[src/rtl/io_bus_pkg.sv]
// rtl/io_bus_pkg.sv - address map and status bit layout for the IO bus unit
package io_bus_pkg;

    localparam logic [7:0] IO_LED      = 8'h00;
    localparam logic [7:0] IO_IN_STAT  = 8'h04;
    localparam logic [7:0] IO_IN_DATA  = 8'h08;
    localparam logic [7:0] IO_OUT_STAT = 8'h0C;
    localparam logic [7:0] IO_OUT_DATA = 8'h10;
    localparam logic [7:0] IO_CYCLE    = 8'h14;

    localparam int ST_VLD = 0;
    localparam int ST_ERR = 1;

    // Registers are word-aligned; the byte-offset bits never select anything.
    function automatic logic addr_hit(input logic [7:0] addr, input logic [7:0] reg_addr);
        return addr[7:2] == reg_addr[7:2];
    endfunction

endpackage

[src/rtl/btn_debounce.sv]
// rtl/btn_debounce.sv - two-flop synchronizer followed by a stable-level debounce counter
module btn_debounce #(
    parameter int DB_CYCLES = 1000000
) (
    input  logic clk,
    input  logic rst,
    input  logic din,
    output logic dout
);

    localparam int CW = $clog2(DB_CYCLES + 1);
    localparam logic [CW-1:0] CNT_LAST = CW'(DB_CYCLES - 1);

    logic          sync_1;
    logic          sync_2;
    logic [CW-1:0] cnt;

    // The counter only runs while a new level is pending; any return to the
    // current debounced level restarts the qualification window.
    always_ff @(posedge clk or posedge rst) begin
        if (rst) begin
            sync_1 <= 1'b0;
            sync_2 <= 1'b0;
            dout   <= 1'b0;
            cnt    <= '0;
        end else begin
            sync_1 <= din;
            sync_2 <= sync_1;
            if (sync_2 == dout) begin
                cnt <= '0;
            end else if (cnt == CNT_LAST) begin
                dout <= sync_2;
                cnt  <= '0;
            end else begin
                cnt <= cnt + CW'(1);
            end
        end
    end

endmodule

[src/rtl/io_bus_unit.sv]
// rtl/io_bus_unit.sv - memory-mapped LED, display and button/switch peripheral with cycle counter
module io_bus_unit
    import io_bus_pkg::*;
#(
    parameter int DB_CYCLES   = 1000000,
    parameter int HOLD_CYCLES = 50000000
) (
    input  logic        clk,
    input  logic        rst,
    input  logic [7:0]  io_addr,
    input  logic [31:0] io_dout,
    input  logic        io_we,
    output logic [31:0] io_din,
    input  logic        btn,
    input  logic [15:0] sw,
    output logic [15:0] led,
    output logic [31:0] seg_data,
    output logic        seg_busy
);

    localparam int HW = (HOLD_CYCLES > 1) ? $clog2(HOLD_CYCLES) : 1;
    localparam logic [HW-1:0] HOLD_LOAD = HW'(HOLD_CYCLES - 1);

    logic          btn_db;
    logic          btn_db_q;
    logic          btn_rise;
    logic [15:0]   in_data;
    logic          in_vld;
    logic          in_ovr;
    logic          out_rdy;
    logic          out_drop;
    logic [HW-1:0] hold_cnt;
    logic [31:0]   cyc;

    logic wr_led;
    logic wr_in_ack;
    logic wr_out_stat;
    logic wr_out_data;

    btn_debounce #(.DB_CYCLES(DB_CYCLES)) u_btn_debounce (
        .clk  (clk),
        .rst  (rst),
        .din  (btn),
        .dout (btn_db)
    );

    assign btn_rise    = btn_db & ~btn_db_q;
    assign wr_led      = io_we & addr_hit(io_addr, IO_LED);
    assign wr_in_ack   = io_we & addr_hit(io_addr, IO_IN_STAT);
    assign wr_out_stat = io_we & addr_hit(io_addr, IO_OUT_STAT);
    assign wr_out_data = io_we & addr_hit(io_addr, IO_OUT_DATA);
    assign seg_busy    = ~out_rdy;

    always_ff @(posedge clk or posedge rst) begin
        if (rst) begin
            led      <= '0;
            btn_db_q <= 1'b0;
            in_data  <= '0;
            in_vld   <= 1'b0;
            in_ovr   <= 1'b0;
            cyc      <= '0;
        end else begin
            cyc      <= cyc + 32'd1;
            btn_db_q <= btn_db;
            if (wr_led) begin
                led <= io_dout[15:0];
            end
            // A new press beats a coincident acknowledge so no sample is lost.
            if (btn_rise && (wr_in_ack || !in_vld)) begin
                in_data <= sw;
                in_vld  <= 1'b1;
                in_ovr  <= 1'b0;
            end else if (btn_rise) begin
                in_ovr <= 1'b1;
            end else if (wr_in_ack) begin
                in_vld <= 1'b0;
                in_ovr <= 1'b0;
            end
        end
    end

    always_ff @(posedge clk or posedge rst) begin
        if (rst) begin
            seg_data <= '0;
            out_rdy  <= 1'b1;
            out_drop <= 1'b0;
            hold_cnt <= '0;
        end else begin
            if (hold_cnt != '0) begin
                hold_cnt <= hold_cnt - HW'(1);
            end else if (!out_rdy) begin
                out_rdy <= 1'b1;
            end
            if (wr_out_data && out_rdy) begin
                seg_data <= io_dout;
                out_rdy  <= 1'b0;
                hold_cnt <= HOLD_LOAD;
            end
            // Clearing and a fresh drop in the same cycle keep the drop visible.
            if (wr_out_data && !out_rdy) begin
                out_drop <= 1'b1;
            end else if (wr_out_stat) begin
                out_drop <= 1'b0;
            end
        end
    end

    always_comb begin
        io_din = '0;
        if (addr_hit(io_addr, IO_LED)) begin
            io_din = {16'h0, led};
        end else if (addr_hit(io_addr, IO_IN_STAT)) begin
            io_din[ST_VLD] = in_vld;
            io_din[ST_ERR] = in_ovr;
        end else if (addr_hit(io_addr, IO_IN_DATA)) begin
            io_din = {16'h0, in_data};
        end else if (addr_hit(io_addr, IO_OUT_STAT)) begin
            io_din[ST_VLD] = out_rdy;
            io_din[ST_ERR] = out_drop;
        end else if (addr_hit(io_addr, IO_OUT_DATA)) begin
            io_din = seg_data;
        end else if (addr_hit(io_addr, IO_CYCLE)) begin
            io_din = cyc;
        end
    end

endmodule

[config.mk]
export PLATFORM = sky130hd
export DESIGN_NAME = io_bus_unit
export DESIGN_NICKNAME = d
export VERILOG_FILES = /design/src/rtl/io_bus_pkg.sv /design/src/rtl/btn_debounce.sv /design/src/rtl/io_bus_unit.sv
export SDC_FILE = /design/constraint.sdc
export NUM_CORES = 1
export LEC_CHECK = 0
export ABC_CLOCK_PERIOD_IN_PS = 5400
export CAP_MARGIN = 20
export CORE_MARGIN = 3
export CORE_UTILIZATION = 45
export CTS_CLUSTER_SIZE = 40
export DETAILED_ROUTE_END_ITERATION = 10
export GPL_TIMING_DRIVEN = 0
export PLACE_DENSITY_LB_ADDON = 0.15
export SLEW_MARGIN = 20
export SYNTH_ARGS = -nofsm -noshare
export SYNTH_HDL_FRONTEND = slang
export SYNTH_HIERARCHICAL = 1
export SYNTH_SLANG_ARGS = --single-unit
[constraint.sdc]
create_clock -name clk -period 5.4 [get_ports clk]
set_input_delay 0.81 -clock clk [delete_from_list [all_inputs] [get_ports clk]]
set_output_delay 0.81 -clock clk [all_outputs]
set_load 0.01 [all_outputs]
# Yosys cells after proc, flatten, opt, wreduce, memory -nomap -nowiden
# Index checks and enable logic that the tools add are counted.
[word_totals]
out_inout_bits = 81
regBits = 150
in_bits = 60
[op_classes]
n_addsub = 3
n_eq_ne = 9
mux = 21
reduce_logical = 14
bitwise_logic = 8
[op_table]
columns = ["operator", "n"]
rows = [
  ["$mux 32", 4],
  ["$mux 30", 2],
  ["$mux 26", 2],
  ["$mux 20", 2],
  ["$add 32x1->32 const B", 1],
  ["$reduce_bool 26->1", 1],
  ["$sub 26x1->26 const B", 1],
  ["$add 20x1->20 const B", 1],
  ["$eq 20x20->1 const B", 1],
  ["$eq 6x2->1 const B", 2],
  ["$eq 6x3->1 const B", 2],
  ["$mux 1", 9],
  ["$eq 6x1->1 const B", 1],
  ["$logic_not 6->1", 1],
  ["$reduce_bool 2->1", 3],
  ["$and 1x1->1", 5],
  ["$mux 2", 2],
  ["$ne 2x1->1 const B", 2],
  ["$reduce_and 2->1", 2],
  ["$logic_and 1x1->1", 3],
  ["$not 1->1", 3],
  ["$reduce_bool 3->1", 1],
  ["$logic_not 1->1", 2],
  ["$eq 1x1->1", 1],
  ["$logic_or 1x1->1", 1],
]

# Depth between registers and ports, before layout
# Gate-level depths: netlist of run 1.
[depth]
ltp_word = 7
mapped_depth = 8
ltp_nobuf = 7

# Modules after synthesis
# The synthesis of run 1 kept the hierarchy.
[by_module_without_submodules]
columns = ["module", "instances", "area_per_inst_um2", "cells_each", "seq_area_each_um2"]
rows = [
  ["io_bus_unit", 1, 6132.1, 599, 3179.3],
  ["btn_debounce", 1, 1118.6, 109, 575.6],
]

# Worst setup path after synthesis of run 1
# OpenSTA, ideal clock, no wires.
[synth_timing]
path_kind = "in2out"
startpoint = "input port io_addr[2]"
endpoint = "output port io_din[10]"
slack_ns = 2.291
arrival_ns = 2.299
n_path_buf = 3
path_stages = 5
path_cell_list = "clkbuf_1 clkbuf_1 buf_1 mux2i_1 o21ai_0"
[synth_via]
elab_chain_len = 7
word_cells_on_any_way = 12
classes_between = "5 x eq/ne; 6 x mux; 1 x reduce/logical"
[synth_lines]
columns = ["item", "line", "text"]
rows = [
  ["start: declaration", "io_bus_unit.sv:10", "input logic [7:0] io_addr,"],
  ["$eq 6x3->1", "io_bus_pkg.sv:16", "return addr[7:2] == reg_addr[7:2];"],
  ["$mux 32", "io_bus_unit.sv:122", "end else if (addr_hit(io_addr, IO_CYCLE)) begin"],
  ["$mux 32", "io_bus_unit.sv:120", "end else if (addr_hit(io_addr, IO_OUT_DATA)) begin"],
  ["$mux 30", "io_bus_unit.sv:117", "end else if (addr_hit(io_addr, IO_OUT_STAT)) begin"],
  ["$mux 32", "io_bus_unit.sv:115", "end else if (addr_hit(io_addr, IO_IN_DATA)) begin"],
  ["$mux 30", "io_bus_unit.sv:112", "end else if (addr_hit(io_addr, IO_IN_STAT)) begin"],
  ["$mux 32 (*)", "io_bus_unit.sv:110", "if (addr_hit(io_addr, IO_LED)) begin"],
  ["end: declaration", "io_bus_unit.sv:13", "output logic [31:0] io_din,"],
]
# Every way passes the cells marked *; elsewhere a longest branch is shown, timed or not.

# Worst setup path after layout of run 1
[layout_timing]
startpoint = "input port io_addr[7]"
endpoint = "output port io_din[14]"
# The elaborated chain is that of the path after synthesis.

==> out/results.ini, run 1 <==
[logic_synthesis]
synthTopCellsByArea = dfrtp_1 (51%), nand2_1 (6.9%), mux2_2 (5.4%)
async_flop_share = 1.00
synth_top_area_cell = dfrtp_1
synth_seq_area_share = 0.518
syn_nets = 771
synth_top_area_share = 0.514
synth.most_common_cell = dfrtp_1
syn_avg_cell_area_um2 = 10.2
ys_ff_latch = 150
yosys_warnings = 6
synth_edf_count = 0
syn_area_um2 = 7250
synth_ff_type = dfrtp_1
synth_commonest_cells = dfrtp_1 (149), nand2_1 (134), nor2_1 (59)
synth_cell_types = 52
synthCells = 708

[worst_setup_path]
startpoint_type = primary input
crit_chain = clkdlybuf4s50_1 -> nor3_1 -> nand2_1 -> nor2_1 -> clkbuf_1 -> a22oi_1 -> o21ai_0 -> clkdlybuf4s50_1
crit_type = primary input to output port
critPathTopFamily = buffers and inverters
path_depth = 8
ff2ff_path_depth = 8
arrival_ns = 3.56
cp.buffers_inverters = 3
cp_max_fo = 10
end_kind = output port
critical_path.max_stage_delay_ns = 0.56
cpMaxStageDelayCell = clkdlybuf4s50_1
cp.required_ns = 4.59
crit_top_cell = clkdlybuf4s50_1

[power]
p_clk_frac = 0.410
p_seq_frac = 0.452
p_per_area_nw_per_um2 = 308
sw_frac_of_total = 0.257
p_sw_uw = 753
p_leak_uw = 0.00408
pwr-share-comb = 0.138
internal_power_uw = 2180
ir_drop_v = 0.000238

[grt]
grt_pass1_vias = 6104
grt_pass1_wl_um = 30900
grt_antenna_before_repair = 0
grt_overflow = 0
track_usage = 0.217
grt_max_degree = 73

[clocking]
cts_root_buf = clkbuf_16
cts_tree = done
clk_latency_ns = 0.42
clk_pin_slew_worst_paths_ns = 0.06
post_cts_buffers = 0
clock_sinks = 150
cts_repair_resize_count = 0
htreeDepth = 4
cts_max_path_buffers = 2
numCtsBuffers = 17
cts_hold_buf = 0

[die]
die_h_um = 133
rows = 45
start_util = 0.468
ios = 141
die_width_um = 133
coreArea_um2 = 15500
die_area_um2 = 17700

[sta]
rsz0062_at_grt = false
hold-worst-slack_ns = 0.346
final-setup-viol-count = 0
finClkSkew_ns = 0.00640
worstMarginPinSlew_ns = 0.846
post-route-worst-setup-slack_ns = 1.03
fin_crit_ns = 4.37
fin_tns_setup_ns = 0
relSlewSlack = 0.435
slew_violations = 0
fin_crit_sh = 0.809
hold_viol = 0
timing.fmax_mhz = 229

[routing]
ant_nets = 0
route.detailed.drc = 0
drtPass1Iterations = 5
vias = 5842
viasPerCell = 5.36
drt-initial-drc-count = 329
drt_wl_total_um = 18900
avgRoutedWirePerCell_um = 17.4

[cells_and_area]
antenna_cells = 0
final_util = 0.615
stdcell_count = 1089
drive_gt1_frac = 0.104
area_growth_pct = 31.3
final_nets = 928

[placed_design]
portBuffers = 137
dp_slack_ns = 1.06
globalplace.congestion = 0.821
dp_cells = 1057
dp_hpwl_um = 13800

[min_path]
hold_path_class = flop to flop
whs_path_depth = 0

[outcome]
status = complete, no violations

[flow_run]
maxCapViolations = 0

-- power groups by stage --
stage,Clock [uW],Combinational (uW),Sequential [uW]
final,1200,406,1330
after CTS,1220,411,1320
after detailed placement,0,408,1340
after global routing,1270,447,1340
after floorplan,0,188,1340
after global placement,0,392,1330
-- logic make-up (layout without fill, tap and decap cells) --
kind of cell	count (synthesis)	after routing	share of synthesized area
AOI/OAI and AO/OA	66	66	0.0595
xor gates and xnor gates	57	57	0.0689
adders and majority gates	3	3	0.00518
buffers and inverters	40	210	0.0229
DFF	150	150	0.518
muxes	73	73	0.107
and+or+nand+nor	319	319	0.219
-- placed cells by master, fill, tap and decap left out, types with 3 or more instances in the layout --
cell type	instances
dfrtp_1	149
clkdlybuf4s50_1	137
nand2_1	134
nor2_1	59
xnor2_1	38
mux2i_1	38
mux2_2	35
o21ai_0	25
clkbuf_1	24
xor2_1	19
nand3_1	17
clkbuf_16	17
nor3_1	16
nand4_1	16
nor4_1	15
a22oi_1	14
inv_1	13
or3_1	9
a21oi_1	8
and3_1	7
or4_1	6
and4_1	6
o211ai_1	5
nor2b_1	5
clkinvlp_4	4
or2_2	3
and2_1	3
nand2b_1	3
ha_1	3
bufinv_16	3
clkinv_2	3
-- routing by layer --
layer	track usage	vias up	part of all wire
met5	0	-	0
met3	0.0521	26	0.050
met2	0.363	142	0.50
met1	0.280	2880	0.43
met4	0.0687	0	0.015
li1	-	2794	-
-- flip-flops by register name, indices dropped and copies added, names as in the netlist --
signal	cells
u_btn_debounce/sync_2	1
u_btn_debounce/dout	1
btn_db_q	1
in_vld	1
u_btn_debounce/sync_1	1
in_data	16
out_drop	1
out_rdy	1
seg_data	32
in_ovr	1
u_btn_debounce/cnt	20
cyc	32
led	16
hold_cnt	26
-- area by class of cell --
cell class	count	area, um^2
clock inverter	12	153
clock buffer	20	447
sequential	150	3750
tap	211	264
timing repair buffer	138	1400
buffer	26	114
inverter	14	57.6
multi-input combinational	518	3330
fill	1240	5960
-- worst reg2reg max path: cells and delay by family (launching register included) --
family          cells  cell delay [ns]
compound gates      1             0.41
fa+ha+maj           1             0.21
buf+inv             2             0.24
flops               1             0.37
simple gates        4             1.42
-- path summary, 6_finish.rpt --
kind,startpoint,end,slack (ns)
setup / recovery,io_addr[7],io_din[14],1.03
hold / removal,u_btn_debounce/sync_1,u_btn_debounce/sync_2,0.35
setup reg to reg,hold_cnt[0],hold_cnt[23],2.62
hold reg to reg,u_btn_debounce/sync_1,u_btn_debounce/sync_2,0.35
max in group asynchronous,rst,out_rdy,3.81
min in group asynchronous,rst,hold_cnt[23],0.83
-- per-stage QoR --
| stage | instance area [um^2] | total power, uW |
|---|---|---|
| 6_report | 9520 | 2930 |
| 5_1_grt | 9520 | 3060 |
| 4_1_cts | 9520 | 2950 |
| 3_5_place_dp | 8920 | 1750 |
| 3_3_place_gp | 8890 | 1730 |
| 2_1_floorplan | 7250 | 1530 |
(Power assumes the default switching activity.)
==> run 2: changes to the inputs <==
--- a/config.mk
+++ b/config.mk
@@ -5,7 +5,7 @@
 export SDC_FILE = /design/constraint.sdc
 export NUM_CORES = 1
 export LEC_CHECK = 0
-export ABC_CLOCK_PERIOD_IN_PS = 5400
+export ABC_CLOCK_PERIOD_IN_PS = 4200
 export CAP_MARGIN = 20
 export CORE_MARGIN = 3
 export CORE_UTILIZATION = 45
==> constraint.sdc (replaced) <==
create_clock -name clk -period 4.2 [get_ports clk]
set_input_delay 0.63 -clock clk [delete_from_list [all_inputs] [get_ports clk]]
set_output_delay 0.63 -clock clk [all_outputs]
set_load 0.01 [all_outputs]
==> out/results.ini, run 2 (synthesis results as in run 1) <==
[worst_setup_path]
cpMaxStageDelayCell = clkdlybuf4s50_1
end_kind = output port
r2r_slack_ns = 1.42  ; -1.20 ns
r2r-end = hold_cnt[23]
startpoint_type = primary input
critical_path.max_stage_delay_ns = 0.57  ; about the same
arrival_ns = 3.27  ; -0.29 ns
crit_top_cell = clkdlybuf4s50_1
crit_chain = clkdlybuf4s50_1 -> nor2_1 -> and3_1 -> nor2b_1 -> clkbuf_1 -> a22oi_1 -> o21ai_0 -> clkdlybuf4s50_1
ff2ff_path_depth = 8  ; unchanged
cp_max_fo = 10  ; unchanged
crit_type = primary input to output port
cp.required_ns = 3.57  ; -1.02 ns
reg2reg_from = hold_cnt[0]

[min_path]
holdPathEnd = u_btn_debounce/sync_2
hold_path_class = flop to flop
min_from = u_btn_debounce/sync_1
whs_path_depth = 0  ; unchanged

[placed_design]
globalplace.congestion = 0.821  ; unchanged
portBuffers = 137  ; unchanged
dp_hpwl_um = 13800  ; unchanged
dp_cells = 1057  ; unchanged
placed_area_um2 = 8920  ; unchanged
dp_slack_ns = 0.220  ; -0.840 ns

[clocking]
clk_latency_ns = 0.42  ; about the same
cts_repair_resize_count = 0  ; unchanged
cts_max_path_buffers = 2  ; unchanged
clock_sinks = 150  ; unchanged
cts_root_buf = clkbuf_16
cts_hold_buf = 0  ; unchanged
post_cts_buffers = 0  ; unchanged
cts_tree = done
clk_pin_slew_worst_paths_ns = 0.06  ; about the same
numCtsBuffers = 17  ; unchanged
htreeDepth = 4  ; unchanged

[grt]
grt_pass1_wl_um = 30900  ; unchanged
grt_max_degree = 73  ; unchanged
grt_antenna_before_repair = 0  ; unchanged
grt_overflow = 0  ; unchanged
grt_pass1_vias = 6104  ; unchanged
track_usage = 0.217  ; unchanged

[cells_and_area]
final_nets = 928  ; unchanged
stdcell_count = 1089  ; unchanged
fillers = 1239  ; -0.081%
antenna_cells = 0  ; unchanged
seq_area_um2 = 3750  ; unchanged
mostFrequentLayoutCell = dfrtp_1
stdcell_area_um2 = 9520  ; about the same
area_growth_pct = 31.4  ; about the same
top_regs = cyc x32, seg_data x32, hold_cnt x26
multiInputGateArea_um2 = 3330  ; unchanged
drive_gt1_frac = 0.105  ; +0.00114
final_cell_mix = dfrtp_1 (149), clkdlybuf4s50_1 (137), nand2_1 (134)

[sta]
final-setup-viol-count = 0  ; unchanged
slew_violations = 0  ; unchanged
rsz0062_at_grt = false
worstMarginPinSlew_ns = 0.846  ; unchanged
hold_viol = 0  ; unchanged
finClkSkew_ns = 0.00574  ; -0.000665 ns
fin_crit_ns = 3.90
timing.fmax_mhz = 256
relSlewSlack = 0.435  ; unchanged
fin_crit_sh = 0.929
post-route-worst-setup-slack_ns = 0.297  ; -0.734 ns

[routing]
route.detailed.drc = 0  ; unchanged
drt_wl_total_um = 18900  ; -0.11%
avgRoutedWirePerCell_um = 17.4  ; -0.11%
vias = 5831  ; -0.19%
drt-initial-drc-count = 329  ; unchanged
viasPerCell = 5.35  ; -0.19%
drtPass1Iterations = 5  ; unchanged
ant_nets = 0  ; unchanged

[die]
die_h_um = 133  ; unchanged
coreArea_um2 = 15500  ; unchanged
ios = 141  ; unchanged
die_area_um2 = 17700  ; unchanged
die_width_um = 133  ; unchanged
start_util = 0.468  ; unchanged
rows = 45  ; unchanged

[outcome]
status = complete, no violations

[power]
p_per_area_nw_per_um2 = 396  ; +29%
ir_drop_v = 0.000306  ; +29%
p_leak_uw = 0.00408  ; about the same

[flow_run]
maxCapViolations = 0  ; unchanged

==> run 2: cell counts in the layout (fill, tap and decap cells not counted) <==
Identical to the previous run, type by type.
==> run 2: cell type report <==
type	count	share of cell area
repair buffers	138	0.147
well taps	211	0.0277
flip-flops and latches	150	0.394
clock inverters	12	0.0160
multi-input cells	518	0.350
clock buffers	20	0.0469
plain buffers	26	0.0121
inverters	14	0.00604
==> run 2: routing by layer <==
layer,up-vias,wire length (um),global-route usage
met5,-,0,0
met4,0,290,0.0687
met3,26,926,0.0521
met2,138,9490,0.363
met1,2875,8200,0.280
li1,2792,-,-
==> run 2: report_power, final <==
group	internal (uW)	switching [uW]	total [uW]	leakage (uW)
registers	1570	132	1700	0.00195
clock network	949	595	1540	0.000282
logic	283	239	522	0.00185
total	2800	966	3770	0.00408
==> run 2: worst max path at each step <==
stage                   to  startpoint  cells after the start
4_1_cts          io_din[6]  io_addr[4]                      8
6_report         io_din[6]  io_addr[5]                      8
5_1_grt          io_din[6]  io_addr[4]                      8
2_1_floorplan     btn_db_q         rst                      1
3_3_place_gp   in_data[12]         rst                      2
3_5_place_dp     io_din[6]  io_addr[4]                      8
==> run 2: critical path: cells and delay by family <==
kind | cells | cell delay (ns)
simple gates | 3 | 0.81
compound gates | 2 | 0.29
buf+inv | 3 | 1.52
==> run 2: through the flow <==
step	utilization	power (uW)	hold slack, ns	setup TNS [ns]
after floorplan	-	1960	0.331	0
after global placement	0.574	2220	0.334	-198.50
after detailed placement	0.576	2250	0.336	0
after CTS	0.615	3800	0.349	0
after global routing	0.615	3940	0.353	0
final	0.615	3770	0.346	0
==> run 3: changes to the inputs <==
--- a/config.mk
+++ b/config.mk
@@ -11,10 +11,8 @@
 export CORE_UTILIZATION = 45
 export CTS_CLUSTER_SIZE = 40
 export DETAILED_ROUTE_END_ITERATION = 10
-export GPL_TIMING_DRIVEN = 0
 export PLACE_DENSITY_LB_ADDON = 0.15
 export SLEW_MARGIN = 20
 export SYNTH_ARGS = -nofsm -noshare
 export SYNTH_HDL_FRONTEND = slang
-export SYNTH_HIERARCHICAL = 1
 export SYNTH_SLANG_ARGS = --single-unit
==> out/results.ini, run 3 <==
[outcome]
status = complete, no violations

[worst_setup_path]
cp_max_fo = 20  ; +10
crit_top_cell = clkdlybuf4s50_1
startpoint_type = primary input
cpMaxStageDelayCell = or4_1
crit_type = primary input to output port
crit_chain = clkdlybuf4s50_1 -> or4_1 -> nor2_1 -> a21oi_1 -> o21ai_0 -> clkdlybuf4s50_1
critical_path.max_stage_delay_ns = 0.89  ; +0.32 ns
cp.required_ns = 3.57  ; about the same
end_kind = output port
arrival_ns = 3.16  ; -0.11 ns

[die]
die_width_um = 133  ; -0.26%
coreArea_um2 = 15400  ; -0.36%
start_util = 0.467  ; -0.000886
die_area_um2 = 17600  ; -0.53%
die_h_um = 133  ; -0.26%
rows = 45  ; unchanged
ios = 141  ; unchanged

[sta]
rsz0062_at_grt = false
fin_crit_ns = 3.79  ; -0.116 ns
slew_violations = 0  ; unchanged
fin_crit_sh = 0.902  ; -0.0277
final-setup-viol-count = 0  ; unchanged
fin_tns_setup_ns = 0  ; unchanged
worstMarginPinSlew_ns = 0.903  ; +0.0572 ns
hold-worst-slack_ns = 0.347  ; +0.00104 ns
hold_viol = 0  ; unchanged
finClkSkew_ns = 0.00518  ; -0.000556 ns
timing.fmax_mhz = 264  ; +3.1%
relSlewSlack = 0.395  ; -0.0402

[clocking]
cts_root_buf = clkbuf_16
clk_latency_ns = 0.42  ; about the same
clock_sinks = 150  ; unchanged
cts_hold_buf = 0  ; unchanged
clk_pin_slew_worst_paths_ns = 0.06  ; about the same
cts_max_path_buffers = 2  ; unchanged
cts_repair_resize_count = 0  ; unchanged
cts_tree = done
htreeDepth = 4  ; unchanged
numCtsBuffers = 17  ; unchanged
post_cts_buffers = 0  ; unchanged

[cells_and_area]
area_growth_pct = 30.7
drive_gt1_frac = 0.0940  ; -0.0108
final_nets = 933  ; +0.54%
fillers = 1310  ; +5.7%
mostFrequentLayoutCell = nand2_1
top_regs = cyc x32, seg_data x32, hold_cnt x26
final_cell_mix = nand2_1 (158), dfrtp_1 (149), clkdlybuf4s50_1 (137)
antenna_cells = 0  ; unchanged

[routing]
drt_wl_total_um = 17800  ; -5.7%
avgRoutedWirePerCell_um = 16.3  ; -6.1%
viasPerCell = 5.29  ; -1.3%
vias = 5783  ; -0.82%
route.detailed.drc = 0  ; unchanged
drtPass1Iterations = 8  ; +3
drt-initial-drc-count = 359  ; +9.1%
ant_nets = 0  ; unchanged

[logic_synthesis]
synth.most_common_cell = nand2_1
synth_commonest_cells = nand2_1 (158), dfrtp_1 (149), nor2_1 (79)
syn_avg_cell_area_um2 = 9.78  ; -4.5%
async_flop_share = 1.00  ; unchanged
ys_ff_latch = 150  ; unchanged
synth_cell_types = 51  ; -1.9%
synthTopCellsByArea = dfrtp_1 (52%), nand2_1 (8.2%), mux2_2 (5.2%)
syn_nets = 800  ; +3.8%
synth_top_area_share = 0.517  ; +0.00286
synth_ff_type = dfrtp_1
syn_area_um2 = 7210  ; -0.55%
synth_top_area_cell = dfrtp_1
synthCells = 737  ; +4.1%
synth_edf_count = 0  ; unchanged
synth_seq_area_share = 0.521  ; +0.00288
yosys_warnings = 0  ; -6

[power]
p_leak_uw = 0.00412  ; +0.90%
p_per_area_nw_per_um2 = 406  ; +2.6%
ir_drop_v = 0.000294  ; -4.1%

[grt]
grt_pass1_wl_um = 29400  ; -4.8%
grt_antenna_before_repair = 1  ; +1
grt_overflow = 0  ; unchanged
track_usage = 0.208  ; -0.00969
grt_max_degree = 151  ; +110%
grt_pass1_vias = 5822  ; -4.6%

[flow_run]
maxCapViolations = 0  ; unchanged

[min_path]
hold_path_class = flop to flop

[placed_design]
portBuffers = 138  ; +0.73%
dp_hpwl_um = 12600  ; -8.5%
globalplace.congestion = 0.880  ; +7.2%

run 3: logic make-up after synthesis:
family | count (synthesis) | share of synthesized area
buf+inv | 41 | 0.0229
mux | 68 | 0.100
simple gates | 351 | 0.221
flops | 150 | 0.521
xor+xnor | 58 | 0.0704
compound gates | 66 | 0.0593
fa+ha+maj | 3 | 0.00521
run 3: cell type report:
cell class,count,area [um^2],area share
Timing Repair Buffer,146,1450,0.154
Inverter,9,37.5,0.00398
Multi-Input combinational cell,546,3300,0.350
Clock buffer,23,478,0.0507
Clock inverter,9,148,0.0157
Tap cell,211,264,0.0280
Sequential cell,150,3750,0.398
run 3: final timing paths:
path                                            start                    end  slack (ns)  cells after the start
worst max-delay path                       io_addr[6]              io_din[2]        0.41                      6
worst min-delay path            u_btn_debounce.sync_1  u_btn_debounce.sync_2        0.35                      0
worst min register to register  u_btn_debounce.sync_1  u_btn_debounce.sync_2        0.35                      0
min in group asynchronous                         rst           seg_data[19]        0.72                      3
max in group asynchronous                         rst                cyc[24]        2.78                      3
worst max register to register           hold_cnt[10]           hold_cnt[13]        1.21                      5
run 3: critical path: cells and delay by family:
family	cells	cell delay (ns)
compound gates	2	0.36
buf+inv	2	1.06
simple gates	2	1.10
run 3: power breakdown:
group          switching [uW]  internal [uW]  leakage, uW  total [uW]
clock                     577           1040     0.000307        1620
combinational             248            280      0.00187         528
sequential                119           1570      0.00194        1680
total                     944           2880      0.00412        3830
run 3: stage by stage:
stage	instances	setup slack [ns]	instance area (um^2)	power, uW	utilization
floorplan	737	1.57	7210	1960	-
global placement	1062	0.455	8800	2210	0.570
detailed placement	1062	0.457	8800	2240	0.570
CTS	1094	0.435	9430	3860	0.611
global route	1094	0.226	9430	4000	0.611
finish	1094	0.414	9430	3830	0.611
run 3: metal layers:
metal | track usage | share of wire | up-vias
met1 | 0.277 | 0.45 | 2831
met3 | 0.0555 | 0.055 | 27
met2 | 0.334 | 0.48 | 146
met4 | 0.0629 | 0.018 | 2
met5 | 0 | 0.00062 | -
li1 | - | - | 2777
